### config.mk
export PLATFORM = sky130hd
export DESIGN_NAME = lot_gate_ctrl_flat
export DESIGN_NICKNAME = d
export VERILOG_FILES = /design/src/rtl/lot_gate_ctrl_if.sv /design/src/rtl/lot_gate_ctrl.sv /design/src/flat_wrapper.sv
export SDC_FILE = /design/constraint.sdc
export NUM_CORES = 1
export LEC_CHECK = 0
export ABC_AREA = 1
export CORE_UTILIZATION = 50
export DETAILED_ROUTE_END_ITERATION = 10
export PLACE_DENSITY = 0.75
export SLEW_MARGIN = 20
export SYNTH_ARGS = -nofsm -noshare
export SYNTH_HDL_FRONTEND = slang
export SYNTH_SLANG_ARGS = --single-unit
export TNS_END_PERCENT = 30
### constraint.sdc
create_clock -name clk -period 1.8 [get_ports clk]
set_input_delay 0.54 -clock clk [delete_from_list [all_inputs] [get_ports clk]]
set_output_delay 0.54 -clock clk [all_outputs]
set_load 0.01 [all_outputs]
### src/rtl/lot_gate_ctrl_if.sv
// Gate controller bus: sensor/driver inputs and gate/occupancy outputs.
// master = sensor side (drives req/enter/exit), slave = controller.
interface lot_gate_ctrl_if #(
    parameter int unsigned CNT_W = 5
) ();
    logic             req;
    logic             enter;
    logic             exit;
    logic             gate_open;
    logic [CNT_W-1:0] count;
    logic             full;
    logic             empty;
    logic             timeout_pulse;
    logic             err_unauth;
    logic             err_range;

    modport master (
        output req, enter, exit,
        input  gate_open, count, full, empty, timeout_pulse, err_unauth, err_range
    );

    modport slave (
        input  req, enter, exit,
        output gate_open, count, full, empty, timeout_pulse, err_unauth, err_range
    );
endinterface

### src/rtl/lot_gate_ctrl.sv
// Entry-gate sequencer and saturating occupancy tracker for the parking lot.
// CAPACITY must be in 1..2**CNT_W-1; TMR_W must hold max(TIMEOUT, GUARD).
module lot_gate_ctrl #(
    parameter int unsigned CAPACITY = 16,
    parameter int unsigned CNT_W    = 5,
    parameter int unsigned TIMEOUT  = 200,
    parameter int unsigned GUARD    = 4,
    parameter int unsigned TMR_W    = 8
) (
    input  logic           clk,
    input  logic           reset,
    lot_gate_ctrl_if.slave bus
);

    typedef enum logic [1:0] {
        StIdle,
        StOpen,
        StGuard
    } state_e;

    localparam logic [TMR_W-1:0] TimeoutLast = TMR_W'(TIMEOUT - 1);
    localparam logic [TMR_W-1:0] GuardLast   = TMR_W'(GUARD - 1);
    localparam logic [CNT_W-1:0] CapCount    = CNT_W'(CAPACITY);

    state_e           state_q;
    logic [TMR_W-1:0] timer_q;
    logic             gate_open_q;
    logic             timeout_pulse_q;
    logic [CNT_W-1:0] count_q;
    logic             err_unauth_q;
    logic             err_range_q;
    logic             full;
    logic             empty;

    // Occupancy flags decode straight from the registered count.
    always_comb begin
        full  = (count_q == CapCount);
        empty = (count_q == '0);
    end

    // Gate sequencer: timer and outputs registered alongside the state.
    always_ff @(posedge clk) begin
        if (reset) begin
            state_q         <= StIdle;
            timer_q         <= '0;
            gate_open_q     <= 1'b0;
            timeout_pulse_q <= 1'b0;
        end else begin
            timeout_pulse_q <= 1'b0;
            case (state_q)
                StIdle: begin
                    // A request at full is dropped, not queued.
                    if (bus.req && !full) begin
                        state_q     <= StOpen;
                        timer_q     <= '0;
                        gate_open_q <= 1'b1;
                    end
                end
                StOpen: begin
                    // enter wins over timeout on the same cycle.
                    if (bus.enter) begin
                        state_q     <= StGuard;
                        timer_q     <= '0;
                        gate_open_q <= 1'b0;
                    end else if (timer_q == TimeoutLast) begin
                        state_q         <= StGuard;
                        timer_q         <= '0;
                        gate_open_q     <= 1'b0;
                        timeout_pulse_q <= 1'b1;
                    end else begin
                        timer_q <= timer_q + TMR_W'(1);
                    end
                end
                StGuard: begin
                    if (timer_q == GuardLast) begin
                        state_q <= StIdle;
                        timer_q <= '0;
                    end else begin
                        timer_q <= timer_q + TMR_W'(1);
                    end
                end
                default: begin
                    state_q     <= StIdle;
                    timer_q     <= '0;
                    gate_open_q <= 1'b0;
                end
            endcase
        end
    end

    // Saturating occupancy count and sticky anomaly flags.
    always_ff @(posedge clk) begin
        if (reset) begin
            count_q      <= '0;
            err_unauth_q <= 1'b0;
            err_range_q  <= 1'b0;
        end else begin
            // Simultaneous enter and exit cancel out, even at a boundary.
            if (bus.enter && !bus.exit) begin
                if (full) begin
                    err_range_q <= 1'b1;
                end else begin
                    count_q <= count_q + CNT_W'(1);
                end
            end else if (bus.exit && !bus.enter) begin
                if (empty) begin
                    err_range_q <= 1'b1;
                end else begin
                    count_q <= count_q - CNT_W'(1);
                end
            end
            // Cars slipping in outside an open window are still counted.
            if (bus.enter && (state_q != StOpen)) begin
                err_unauth_q <= 1'b1;
            end
        end
    end

    assign bus.gate_open     = gate_open_q;
    assign bus.count         = count_q;
    assign bus.full          = full;
    assign bus.empty         = empty;
    assign bus.timeout_pulse = timeout_pulse_q;
    assign bus.err_unauth    = err_unauth_q;
    assign bus.err_range     = err_range_q;

endmodule

### src/flat_wrapper.sv
// flat-port wrapper written by rule: the top's interface ports become plain ports
module lot_gate_ctrl_flat 
#(
    parameter int unsigned CAPACITY = 16,
    parameter int unsigned CNT_W    = 5,
    parameter int unsigned TIMEOUT  = 200,
    parameter int unsigned GUARD    = 4,
    parameter int unsigned TMR_W    = 8
)
  (clk, reset, bus_req, bus_enter, bus_exit, bus_gate_open, bus_count, bus_full, bus_empty, bus_timeout_pulse, bus_err_unauth, bus_err_range);
  lot_gate_ctrl_if #(.CNT_W(CNT_W)) bus_i ();
  input  logic clk;
  input  logic reset;
  input wire logic [$bits(bus_i.req)-1:0] bus_req;
  input wire logic [$bits(bus_i.enter)-1:0] bus_enter;
  input wire logic [$bits(bus_i.exit)-1:0] bus_exit;
  output wire logic [$bits(bus_i.gate_open)-1:0] bus_gate_open;
  output wire logic [$bits(bus_i.count)-1:0] bus_count;
  output wire logic [$bits(bus_i.full)-1:0] bus_full;
  output wire logic [$bits(bus_i.empty)-1:0] bus_empty;
  output wire logic [$bits(bus_i.timeout_pulse)-1:0] bus_timeout_pulse;
  output wire logic [$bits(bus_i.err_unauth)-1:0] bus_err_unauth;
  output wire logic [$bits(bus_i.err_range)-1:0] bus_err_range;
  assign bus_i.req = bus_req;
  assign bus_i.enter = bus_enter;
  assign bus_i.exit = bus_exit;
  assign bus_gate_open = bus_i.gate_open;
  assign bus_count = bus_i.count;
  assign bus_full = bus_i.full;
  assign bus_empty = bus_i.empty;
  assign bus_timeout_pulse = bus_i.timeout_pulse;
  assign bus_err_unauth = bus_i.err_unauth;
  assign bus_err_range = bus_i.err_range;
  lot_gate_ctrl #(.CAPACITY(CAPACITY), .CNT_W(CNT_W), .TIMEOUT(TIMEOUT), .GUARD(GUARD), .TMR_W(TMR_W)) u_core (.clk(clk), .reset(reset), .bus(bus_i));
endmodule
==> summary.txt <==
Placed design
  – GP Congestion: 0.856
  – Dpl hpwl: between 1500 and 2000 um
  – Pre-CTS setup slack: -0.457 ns
  – Port Buf Inserts: 15

Floorplan
  – Boundary pin count: 16
  – Die height: between 40 and 50 um
  – Die width: 49.1 um
  – DIE AREA: between 2000 and 2500 um2
  – Core area: just over 2000 um2
  – Starting Density: 0.549
  – Row count: 16

STA
  – PnR worst setup slack: -0.00257 ns
  – Period Utilization, post-route: 1.00
  – Final slew viol count: 0
  – Slew at the pin closest to its max-slew limit: 0.406 ns
  – # setup viols final: 2
  – Final hold viol count: 0
  – Max Clock Freq: about 0.55 GHz
  – TNS Setup: -0.00344 ns
  – Worst slew margin: 0.729
  – Minimum clock period: roughly 1.8 ns
  – RSZ-0062 raised after global routing: true
  – Clk_skew: 0.00169 ns

Synthesis
  – Synthesized net count: 165
  – Mapped Cells: 151
  – Seq/Total Area, Yosys: 0.343
  – Top_reg_cell synth: dfxtp_1
  – Syn_area_per_cell: approximately 7.3 um2
  – Cell Area, Synth: 1110 um2
  – Async S/R FF share, synth: 0
  – Synthesis-stage register bit count: 19
  – Synth warn: 0
  – EDFF count, synth: 0
  – Synth unique cells: 26

Setup path
  – Critical path launch point type: flip-flop
  – Endpoint class of the critical path: output port
  – Crit Path Class: reg2out
  – WP data required: 1.26 ns
  – WP data arrival: ~1.3 ns
  – CP Max Fanout: 2

Power and ir drop
  – Pwr dens: between 1000 and 1500 nW/um2
  – LEAKAGE: 0.677 nW
  – Peak supply drop: slightly above 0.0009 V

Final layout
  – Final nets: about 200
  – Fillers: about 150
  – Synthesis-to-layout area growth: 37.3%
  – Layout cells sized above 1: 0.239
  – Most frequent cells in the layout: nand2_1, nor2_1, dfxtp_1
  – Commonest non-fill, non-tap cell in the layout: nand2_1
  – Post-Route Utilization: 0.754
  – # diodes: 0

Run status
  – Failing checks: setup timing
  – Outcome: complete, but fails checks

Clock network
  – CTS Hold Buffers Added: 0
  – CTS Sinks: 19
  – Total CTS buffers: 3
  – CTS Buffer Depth: 2
  – Clk root buf: clkbuf_4
  – Clk_lat worst skew: 0.30 ns
  – CTS tree: yes
  – H-tree level count: 1
  – Clk slew on worst S/H paths: ~0.11 ns

Routing
  – DR vias/cell: between 5 and 6
  – Detailed Route WL: about 2900 um
  – DR DRC count: 0
  – Post-DR wirelength/cell: around 14 um
  – Vias: approximately 1100
  – Antenna Nets Post-Route: 0
  – Initial DRC Count: 33
  – Drt pass-1 iters: 4

Global routing
  – Grt ovf: 0
  – Vias in the first global route: ~950
  – Largest net degree at the start of global routing: 14
  – Tot GR Track Use: 0.224
  – First-pass GRT wire length: ~4200 um
  – Initial antenna violation count: 0

Worst hold path
  – Hold crit path type: reg2reg

Flow run
  – Max cap viols: 0
-- kinds of logic (layout without fill, tap and decap cells) --
kind of cell    count (synthesis)  after routing  share of synthesized area
buf+inv                        19             51                     0.0654
simple gates                   71             72                      0.312
flops                          19             19                      0.343
compound gates                 28             28                      0.132
xor+xnor                        5              5                     0.0395
fa+ha+maj                       9              9                      0.108
-- repair_timing --
item | in CTS | in global routing
resized for setup | 14 | 21
endpoints found under the setup margin | 13 | 9
pin swaps | 0 | 9
buffers inserted | 0 | 2
cloned | 0 | 1
-- registers in the layout, indices dropped and copies added, names as in the netlist --
signal	cells
u_core.bus.count	5
u_core.bus.err_range	1
u_core.bus.err_unauth	1
u_core.bus.gate_open	1
u_core.bus.timeout_pulse	1
u_core.state_q	2
u_core.timer_q	8
-- layout make-up --
| class | count | area [um2] | share of cell area |
|---|---|---|---|
| timing repair buffer | 29 | 262 | 0.172 |
| inverter | 18 | 72.6 | 0.0476 |
| clock buffer | 4 | 26.3 | 0.0172 |
| sequential | 19 | 387 | 0.254 |
| multi-input combinational | 114 | 743 | 0.488 |
| tap | 27 | 33.8 | 0.0222 |
-- critical path: stages, from the launching register on --
cell and delay (ns):
dfxtp_1 0.34, nor2_2 0.15, nand2_1 0.09, nor2_1 0.11
clkdlybuf4s15_1 0.27
-- path summary, 6_finish.rpt --
| path | startpoint | to | slack, ns | cells past startpoint |
|---|---|---|---|---|
| setup / recovery | u_core.bus.count[3]$_SDFFE_PP0P_ | bus_empty | -0.003 | 4 |
| hold / removal | u_core.bus.err_range$_SDFFE_PP0P_ | u_core.bus.err_range$_SDFFE_PP0P_ | 0.49 | 1 |
| setup reg to reg | u_core.timer_q[1]$_SDFFE_PP0N_ | u_core.state_q[0]$_SDFFE_PP0P_ | 0.19 | 8 |
| hold reg to reg | u_core.bus.err_range$_SDFFE_PP0P_ | u_core.bus.err_range$_SDFFE_PP0P_ | 0.49 | 1 |
-- Yosys cell counts (2+ instances only) --
cell type | count | share of area
nand2_2 | 3 | 0.017
dfxtp_1 | 19 | 0.34
a21oi_1 | 15 | 0.068
xnor2_1 | 4 | 0.032
o21ai_0 | 10 | 0.045
inv_1 | 17 | 0.057
nor3_1 | 2 | 0.0090
ha_1 | 8 | 0.090
nor2_1 | 20 | 0.068
nand4_1 | 2 | 0.011
nand2_1 | 28 | 0.095
nand3b_1 | 2 | 0.014
nand3_1 | 8 | 0.036
-- layer usage --
metal  vias up  routed length [um]  share of wire  GRT usage
li1        559                   -              -          -
met1       529                1320           0.46      0.315
met2        41                1360           0.47      0.352
met3         6                 155          0.054     0.0374
met4         0                  53          0.018     0.0588
met5         -                   0              0          0
-- power breakdown --
group | total (mW) | switching, mW | internal [mW] | leakage (nW)
Sequential | 0.581 | 0.0672 | 0.514 | 0.157
Clock | 0.228 | 0.142 | 0.0864 | 0.0150
Combinational | 1.29 | 0.698 | 0.592 | 0.505
Total | 2.10 | 0.907 | 1.19 | 0.677
-- stage by stage --
step                      instances  hold slack, ns  power (mW)  cell area [um2]
after floorplan                 151           0.453        1.26             1110
after global placement          204           0.452        1.65             1380
after detailed placement        204           0.462        1.68             1380
after CTS                       208           0.494        1.91             1420
after global routing            211           0.511        2.26             1520
final                           211           0.489        2.10             1520
Note: power is estimated with default switching activity, not from simulation.
